`src/rtl/cr16_uart_loader.sv`:
```
// -----------------------------------------------------------------------------
// cr16_uart_loader
//   Program loader for the CR16 top level. Receives 8N1 UART bytes, packs
//   byte pairs (high byte first) into 16-bit words and writes them to
//   consecutive BRAM addresses. CR16 is held in reset until the whole image
//   has been written.
//
//   Optional feature macro: CR16_LOADER_CHECKSUM_EN
//     When defined, a 16-bit running sum of all written words is compared
//     with two trailing bytes (hi, lo). A mismatch parks the loader in an
//     error state with O_CHECKSUM_ERROR set. When undefined, O_CHECKSUM_ERROR
//     is tied low and DONE follows the last write directly.
//
// Ports
//   I_CLK               clock
//   I_NRESET            asynchronous active-low reset
//   I_UART_RX           serial input, idle high, asynchronous to I_CLK
//   I_START             one-cycle pulse restarting a load
//   O_MEM_DATA          BRAM write data {hi, lo}
//   O_MEM_ADDRESS       BRAM write address (wraps modulo 2^P_ADDRESS_WIDTH)
//   O_MEM_WRITE_ENABLE  BRAM write strobe, one cycle per word
//   O_CPU_NRESET        CR16 reset, released only when the image is loaded
//   O_DONE              image fully loaded (and checked)
//   O_FRAME_ERROR       sticky: a byte arrived with a zero stop bit
//   O_CHECKSUM_ERROR    checksum mismatch (feature macro only)
// -----------------------------------------------------------------------------
module cr16_uart_loader #(
  parameter int P_CLKS_PER_BIT  = 434,
  parameter int P_ADDRESS_WIDTH = 10,
  parameter int P_START_ADDRESS = 0,
  parameter int P_WORD_COUNT    = 1024
) (
  input  logic                       I_CLK,
  input  logic                       I_NRESET,
  input  logic                       I_UART_RX,
  input  logic                       I_START,
  output logic [15:0]                O_MEM_DATA,
  output logic [P_ADDRESS_WIDTH-1:0] O_MEM_ADDRESS,
  output logic                       O_MEM_WRITE_ENABLE,
  output logic                       O_CPU_NRESET,
  output logic                       O_DONE,
  output logic                       O_FRAME_ERROR,
  output logic                       O_CHECKSUM_ERROR
);

  localparam int CNT_W = $clog2(P_CLKS_PER_BIT);
  localparam int IDX_W = (P_WORD_COUNT > 1) ? $clog2(P_WORD_COUNT) : 1;

  localparam logic [CNT_W-1:0] HALF_M1 = CNT_W'(P_CLKS_PER_BIT / 2 - 1);
  localparam logic [CNT_W-1:0] FULL_M1 = CNT_W'(P_CLKS_PER_BIT - 1);
  localparam logic [IDX_W-1:0] IDX_LAST = IDX_W'(P_WORD_COUNT - 1);
  localparam logic [P_ADDRESS_WIDTH-1:0] START_ADDR = P_ADDRESS_WIDTH'(P_START_ADDRESS);

  // ---------------------------------------------------------------------------
  // RX synchronizer and falling-edge detector
  // ---------------------------------------------------------------------------
  logic rx_meta, rx_sync, rx_prev;

  always_ff @(posedge I_CLK or negedge I_NRESET) begin
    if (!I_NRESET) begin
      rx_meta <= 1'b1;
      rx_sync <= 1'b1;
      rx_prev <= 1'b1;
    end else begin
      rx_meta <= I_UART_RX;
      rx_sync <= rx_meta;
      rx_prev <= rx_sync;
    end
  end

  // ---------------------------------------------------------------------------
  // UART byte receiver
  // ---------------------------------------------------------------------------
  typedef enum logic [1:0] {
    RX_IDLE,
    RX_START,
    RX_DATA,
    RX_STOP
  } rx_state_t;

  rx_state_t        rx_state, rx_state_n;
  logic [CNT_W-1:0] rx_cnt, rx_cnt_n;
  logic [2:0]       rx_bit, rx_bit_n;
  logic [7:0]       rx_shift, rx_shift_n;
  logic             byte_ok;   // stop-bit sample cycle, stop bit good
  logic             byte_bad;  // stop-bit sample cycle, stop bit zero

  always_comb begin
    rx_state_n = rx_state;
    rx_cnt_n   = rx_cnt + 1'b1;
    rx_bit_n   = rx_bit;
    rx_shift_n = rx_shift;
    byte_ok    = 1'b0;
    byte_bad   = 1'b0;
    case (rx_state)
      RX_IDLE: begin
        rx_cnt_n = '0;
        if (rx_prev && !rx_sync) rx_state_n = RX_START;
      end
      RX_START: begin
        // Line back high at half a bit means the edge was a glitch.
        if (rx_cnt == HALF_M1) begin
          rx_cnt_n   = '0;
          rx_bit_n   = '0;
          rx_state_n = rx_sync ? RX_IDLE : RX_DATA;
        end
      end
      RX_DATA: begin
        if (rx_cnt == FULL_M1) begin
          rx_cnt_n   = '0;
          rx_shift_n = {rx_sync, rx_shift[7:1]};
          rx_bit_n   = rx_bit + 1'b1;
          if (rx_bit == 3'd7) rx_state_n = RX_STOP;
        end
      end
      RX_STOP: begin
        // Return to idle at the stop-bit centre so the next start edge is seen.
        if (rx_cnt == FULL_M1) begin
          rx_cnt_n   = '0;
          rx_state_n = RX_IDLE;
          byte_ok    = rx_sync;
          byte_bad   = !rx_sync;
        end
      end
      default: rx_state_n = RX_IDLE;
    endcase
  end

  always_ff @(posedge I_CLK or negedge I_NRESET) begin
    if (!I_NRESET) begin
      rx_state <= RX_IDLE;
      rx_cnt   <= '0;
      rx_bit   <= '0;
      rx_shift <= '0;
    end else if (I_START) begin
      rx_state <= RX_IDLE;
      rx_cnt   <= '0;
      rx_bit   <= '0;
    end else begin
      rx_state <= rx_state_n;
      rx_cnt   <= rx_cnt_n;
      rx_bit   <= rx_bit_n;
      rx_shift <= rx_shift_n;
    end
  end

  // ---------------------------------------------------------------------------
  // Loader FSM
  // ---------------------------------------------------------------------------
  typedef enum logic [2:0] {
    L_HI,
    L_LO,
    L_WRITE,
    L_CHECK_HI,
    L_CHECK_LO,
    L_CHECK,
    L_DONE,
    L_ERROR
  } ld_state_t;

  ld_state_t                  st, st_n;
  logic [IDX_W-1:0]           idx, idx_n;
  logic [7:0]                 hi_byte, hi_n;
  logic [15:0]                data_n;
  logic [P_ADDRESS_WIDTH-1:0] addr_n;
  logic                       we_n;
  logic                       ferr_n;
  logic                       done_n;

`ifdef CR16_LOADER_CHECKSUM_EN
  logic [15:0] sum, sum_n;
  logic [7:0]  lo_byte, lo_n;
  logic        cerr_n;
`endif

  always_comb begin
    st_n   = st;
    idx_n  = idx;
    hi_n   = hi_byte;
    data_n = O_MEM_DATA;
    addr_n = O_MEM_ADDRESS;
    we_n   = 1'b0;
    ferr_n = O_FRAME_ERROR | byte_bad;
`ifdef CR16_LOADER_CHECKSUM_EN
    sum_n  = sum;
    lo_n   = lo_byte;
`endif
    case (st)
      L_HI: begin
        if (byte_ok) begin
          hi_n = rx_shift;
          st_n = L_LO;
        end
      end
      L_LO: begin
        // Strobe, data and address are registered together on entry to WRITE.
        if (byte_ok) begin
          st_n   = L_WRITE;
          we_n   = 1'b1;
          data_n = {hi_byte, rx_shift};
          addr_n = START_ADDR + P_ADDRESS_WIDTH'(idx);
        end
      end
      L_WRITE: begin
`ifdef CR16_LOADER_CHECKSUM_EN
        sum_n = sum + O_MEM_DATA;
`endif
        if (idx == IDX_LAST) begin
`ifdef CR16_LOADER_CHECKSUM_EN
          st_n = L_CHECK_HI;
`else
          st_n = L_DONE;
`endif
        end else begin
          idx_n = idx + 1'b1;
          st_n  = L_HI;
        end
      end
`ifdef CR16_LOADER_CHECKSUM_EN
      L_CHECK_HI: begin
        if (byte_ok) begin
          hi_n = rx_shift;
          st_n = L_CHECK_LO;
        end
      end
      L_CHECK_LO: begin
        if (byte_ok) begin
          lo_n = rx_shift;
          st_n = L_CHECK;
        end
      end
      L_CHECK: st_n = ({hi_byte, lo_byte} == sum) ? L_DONE : L_ERROR;
      L_ERROR: st_n = L_ERROR;
`endif
      L_DONE: st_n = L_DONE;
      default: st_n = L_HI;
    endcase

    // Restart overrides everything, including a byte completing this cycle.
    if (I_START) begin
      st_n   = L_HI;
      idx_n  = '0;
      we_n   = 1'b0;
      ferr_n = 1'b0;
`ifdef CR16_LOADER_CHECKSUM_EN
      sum_n  = '0;
`endif
    end

    done_n = (st_n == L_DONE);
`ifdef CR16_LOADER_CHECKSUM_EN
    cerr_n = (st_n == L_ERROR);
`endif
  end

  always_ff @(posedge I_CLK or negedge I_NRESET) begin
    if (!I_NRESET) begin
      st                 <= L_HI;
      idx                <= '0;
      hi_byte            <= '0;
      O_MEM_DATA         <= '0;
      O_MEM_ADDRESS      <= '0;
      O_MEM_WRITE_ENABLE <= 1'b0;
      O_CPU_NRESET       <= 1'b0;
      O_DONE             <= 1'b0;
      O_FRAME_ERROR      <= 1'b0;
    end else begin
      st                 <= st_n;
      idx                <= idx_n;
      hi_byte            <= hi_n;
      O_MEM_DATA         <= data_n;
      O_MEM_ADDRESS      <= addr_n;
      O_MEM_WRITE_ENABLE <= we_n;
      O_CPU_NRESET       <= done_n;
      O_DONE             <= done_n;
      O_FRAME_ERROR      <= ferr_n;
    end
  end

`ifdef CR16_LOADER_CHECKSUM_EN
  always_ff @(posedge I_CLK or negedge I_NRESET) begin
    if (!I_NRESET) begin
      sum              <= '0;
      lo_byte          <= '0;
      O_CHECKSUM_ERROR <= 1'b0;
    end else begin
      sum              <= sum_n;
      lo_byte          <= lo_n;
      O_CHECKSUM_ERROR <= cerr_n;
    end
  end
`else
  assign O_CHECKSUM_ERROR = 1'b0;
`endif

endmodule

```
`config.mk`:
```
export PLATFORM = sky130hd
export DESIGN_NAME = cr16_uart_loader
export DESIGN_NICKNAME = d
export VERILOG_FILES = /design/src/rtl/cr16_uart_loader.sv
export SDC_FILE = /design/constraint.sdc
export NUM_CORES = 1
export LEC_CHECK = 0
export BUFFER_PORTS_ARGS = -buffer_cell sky130_fd_sc_hd__buf_2
export CORE_MARGIN = 2
export CORE_UTILIZATION = 45
export DETAILED_ROUTE_END_ITERATION = 8
export PLACE_DENSITY_LB_ADDON = 0.08
export SLEW_MARGIN = 20
export SYNTH_ARGS = -nofsm -noshare
export SYNTH_HDL_FRONTEND = slang
export SYNTH_SLANG_ARGS = --single-unit
```
`constraint.sdc`:
```
create_clock -name I_CLK -period 2.5 [get_ports I_CLK]
set_input_delay 0.25 -clock I_CLK [delete_from_list [all_inputs] [get_ports I_CLK]]
set_output_delay 0.25 -clock I_CLK [all_outputs]
set_load 0.005 [all_outputs]
```
==> summary.md <==
| Metric | Value |
|---|---|
| Antenna Cells | `0` |
| Synth warnings | `0` |
| Data arrival time at the worst-slack endpoint | `2.41 ns` |
| Final setup viols | `0` |
| Placed Cells | `approximately 380` |
| Floorplan die width | `91.4 um` |
| Floorplan Core Area | `between 7000 and 8000 sq um` |
| Synth top area share | `52.5%` |
| Worst max-slew margin expressed relative to the limit | `a little under two fifths` |
| Post-synth EDFFs | `0` |
| Via count of the first global-routing pass | `2033` |
| Slew @ Worst Pin | `0.924 ns` |
| Cell Area, Synth | `about 3400 sq um` |
| Die height | `91.4 um` |
| Area taken by multi-input logic gates | `1420 sq um` |
| Seq/Total Area, Yosys | `between 50% and 60%` |
| Count of pins on the block boundary | `35` |
| Most instantiated library cell after synthesis | `sky130_fd_sc_hd__dfrtp_1` |
| Half-perimeter wire length after placement | `3850 um` |
| Leakage power figure | `1.91 nW` |
| Min Clock Period, post-route | `~2.2 ns` |
| Maximum number of pins on one net before global-route repair | `76` |
| Final Max Slew Viols | `0` |
| Drt pass-1 iters | `4` |
| Number of cells produced by synthesis | `262` |
| Routability Congestion | `0.749` |
| Count of fill cells added during filler insertion | `650` |
| Share of flip-flops with an asynchronous set or reset after synthesis | `between 90% and 100%` |
| Remaining design rule violation count | `0` |
| CTS root buffer | `sky130_fd_sc_hd__clkbuf_8` |
| Number of antenna violations at the first check in global routing | `0` |
| Power per cell area | `~550 nW/um^2` |
| Worst slack on hold paths | `0.0423 ns` |
| Path type of the worst setup path | `reg2reg` |
| Number of buffers on the longest clock path | `2` |
| Achievable frequency | `approximately 460 MHz` |
| Number of nets in the layout | `306` |
| Unrepaired setup endpoints after global routing | `false` |
| Number of CTS-inserted buffers | `9` |
| Worst-case vdd ir drop | `about 0.34 mV` |
| Setup Slack @ Placement | `between 0.3 and 0.4 ns` |
| Initial Util | `between 40% and 50%` |
| Main flop type after synthesis | `sky130_fd_sc_hd__dfrtp_1` |
| Die area | `~8300 sq um` |
| Clock latency reported for the late side of the worst-skew pair | `0.34 ns` |
| WL/cell | `14.7 um` |
| Final cycle utilization of the critical path | `86.9%` |
| Post-route setup slack | `0.328 ns` |
| Count of routing violations after the opening detailed-route iteration | `81` |
| Mean cell area of the mapped netlist | `13.1 sq um` |
| Count of antenna-violating nets left after detailed routing | `0` |
| I/O Buffers | `33` |
| Number of unique standard cell types used by synthesis | `49` |
| Endpoint class of the critical path | `flop` |
| Final worst clock skew | `0.00741 ns` |
| Drt total wl | `5880 um` |
| Total congestion overflow | `0` |
| Number of H-tree levels | `3` |
| Post-synth top area cell | `sky130_fd_sc_hd__dfrtp_1` |
| Min-delay worst type | `in2async` |
| CTS tree | `yes` |
| Via count | `2063` |
| Flip-flop and latch count after synthesis | `75` |
| Max-cap violation count | `0` |
| Synth cell count leaders | `72 x sky130_fd_sc_hd__dfrtp_1, 28 x sky130_fd_sc_hd__mux2_4, 18 x sky130_fd_sc_hd__nor2_1` |
| Clock transition at the register clock pins on the worst setup and hold paths after CTS | `approximately 0.08 ns` |
| Share of layout cells above drive strength 1 | `33.9%` |
| Total nets after synthesis | `roughly 270` |
| Critical path data required time | `approximately 2.7 ns` |
| Final Hold Violating Endpoints | `0` |
| Status | `finished clean` |
| Number of vias per cell after detailed routing | `5.16` |
| Accumulated negative setup slack | `0 ns` |
| Count of standard-cell rows | `31` |
| Crit Path Max Fanout | `16` |
| Clock sink count | `75` |
| Wire length of the first global-routing pass | `10000 um` |
| Biggest area contributors in the synthesized netlist | `sky130_fd_sc_hd__dfrtp_1 52%, sky130_fd_sc_hd__mux2_4 12%, sky130_fd_sc_hd__mux2_2 4.6%, sky130_fd_sc_hd__dfstp_2 2.3%, sky130_fd_sc_hd__ha_1 2.2%` |
| Register area | `1880 sq um` |
| Synthesis-to-finish area growth | `11.4%` |
| Final Non-Filler Cells | `400` |
| Kind of start point of the critical path | `flop` |
| Global-route total usage across every layer | `15.4%` |
power by group:
| group | total [W] | switching, W | internal [W] |
|---|---|---|---|
| logic | 0.0000451 | 0.0000362 | 0.00000897 |
| registers | 0.00122 | 0.00000593 | 0.00122 |
| clock network | 0.000834 | 0.000441 | 0.000393 |
| total | 0.00210 | 0.000483 | 0.00162 |
final timing paths:
| path | from | end | slack (ns) | cells after the start |
|---|---|---|---|---|
| setup reg to reg | rx_cnt[1] | O_MEM_DATA[7] | 0.33 | 7 |
| setup / recovery | rx_cnt[1] | O_MEM_DATA[7] | 0.33 | 7 |
| hold / removal | I_NRESET | O_MEM_DATA[12] | 0.04 | 1 |
| min in group I_CLK | I_START | idx[6] | 0.31 | 2 |
| max in group asynchronous | I_NRESET | rx_cnt[1] | 1.86 | 1 |
| hold reg to reg | rx_meta | rx_sync | 0.35 | 0 |
stage by stage:
step                      util [%]  area (sq um)  total power (W)
after floorplan                  -          3430          0.00126
after global placement        49.6          3640          0.00129
after detailed placement      49.6          3640          0.00129
after CTS                     52.2          3820          0.00214
after global routing          52.2          3820          0.00220
final                         52.2          3820          0.00210
kinds of logic (layout without fill, tap and decap cells):
family,count (synthesis),count (layout),share of synthesized area [%]
AND/OR/NAND/NOR,80,80,14.2
flip-flops,75,75,54.8
multiplexers,44,44,17.4
AO/OA/AOI/OAI,26,26,4.95
buffers and inverters,20,59,3.79
XOR/XNOR,10,10,2.55
adder cells (fa/ha/maj),6,6,2.19
other,1,1,0.109
cell type report:
cell class	instances	share of cell area [%]
multi-input combinational	167	37.2
inverter	7	0.687
clock buffer	11	3.70
clock inverter	5	0.949
sequential	75	49.2
timing repair buffer	36	5.04
tap	99	3.24
worst max-delay path: stages (launching register included):
cell                       delay, ns
sky130_fd_sc_hd__dfrtp_1        0.40
sky130_fd_sc_hd__inv_1          0.09
sky130_fd_sc_hd__ha_1           0.17
sky130_fd_sc_hd__nand4b_1       0.23
sky130_fd_sc_hd__nor2_4         0.23
sky130_fd_sc_hd__nand4_4        0.27
sky130_fd_sc_hd__buf_4          0.34
sky130_fd_sc_hd__mux2_4         0.33
routing by layer:
metal | vias up | track usage [%] | share of wire, %
met4 | 0 | 4.67 | 1.1
met3 | 7 | 5.48 | 3.7
met5 | - | 0 | 0
met1 | 1023 | 21.1 | 50
li1 | 1003 | - | -
met2 | 30 | 23.0 | 45
cell usage in the layout, fill, tap and decap left out, types with 2 or more instances in the layout:
cell                       count
sky130_fd_sc_hd__a211oi_1      2
sky130_fd_sc_hd__a21oi_1      10
sky130_fd_sc_hd__and3_1        2
sky130_fd_sc_hd__and4bb_1      2
sky130_fd_sc_hd__buf_2        32
sky130_fd_sc_hd__buf_4         3
sky130_fd_sc_hd__clkbuf_8     10
sky130_fd_sc_hd__clkinv_2      2
sky130_fd_sc_hd__dfrtp_1      72
sky130_fd_sc_hd__dfstp_2       3
sky130_fd_sc_hd__ha_1          6
sky130_fd_sc_hd__inv_1         7
sky130_fd_sc_hd__inv_6         2
sky130_fd_sc_hd__mux2_2       14
sky130_fd_sc_hd__mux2_4       28
sky130_fd_sc_hd__mux2i_1       2
sky130_fd_sc_hd__nand2_1       9
sky130_fd_sc_hd__nand3_1      12
sky130_fd_sc_hd__nand4_1       5
sky130_fd_sc_hd__nor2_1       18
sky130_fd_sc_hd__nor2b_1       2
sky130_fd_sc_hd__nor3_1        4
sky130_fd_sc_hd__nor3b_1       2
sky130_fd_sc_hd__nor4_1        4
sky130_fd_sc_hd__o21a_1        2
sky130_fd_sc_hd__o21ai_0       3
sky130_fd_sc_hd__o31ai_1       3
sky130_fd_sc_hd__or3_1         4
sky130_fd_sc_hd__or4_1         4
sky130_fd_sc_hd__xnor2_1       6
sky130_fd_sc_hd__xor2_1        4
repair_timing:
action / 4_1_cts / 5_1_grt
hold endpoints to repair: 1 / 0
hold buffers: 1 / 0
resized for setup: 0 / 0
setup buffers: 0 / 0
registers in the layout (all words and copies together), names as in the netlist:
signal	count
O_MEM_DATA	16
O_MEM_ADDRESS	10
idx	10
rx_cnt	9
hi_byte	8
rx_shift	8
rx_bit	3
st	3
rx_state	2
O_DONE	1
O_FRAME_ERROR	1
O_MEM_WRITE_ENABLE	1
rx_meta	1
rx_prev	1
rx_sync	1
No activity file was read; power rests on OpenSTA's default activity.
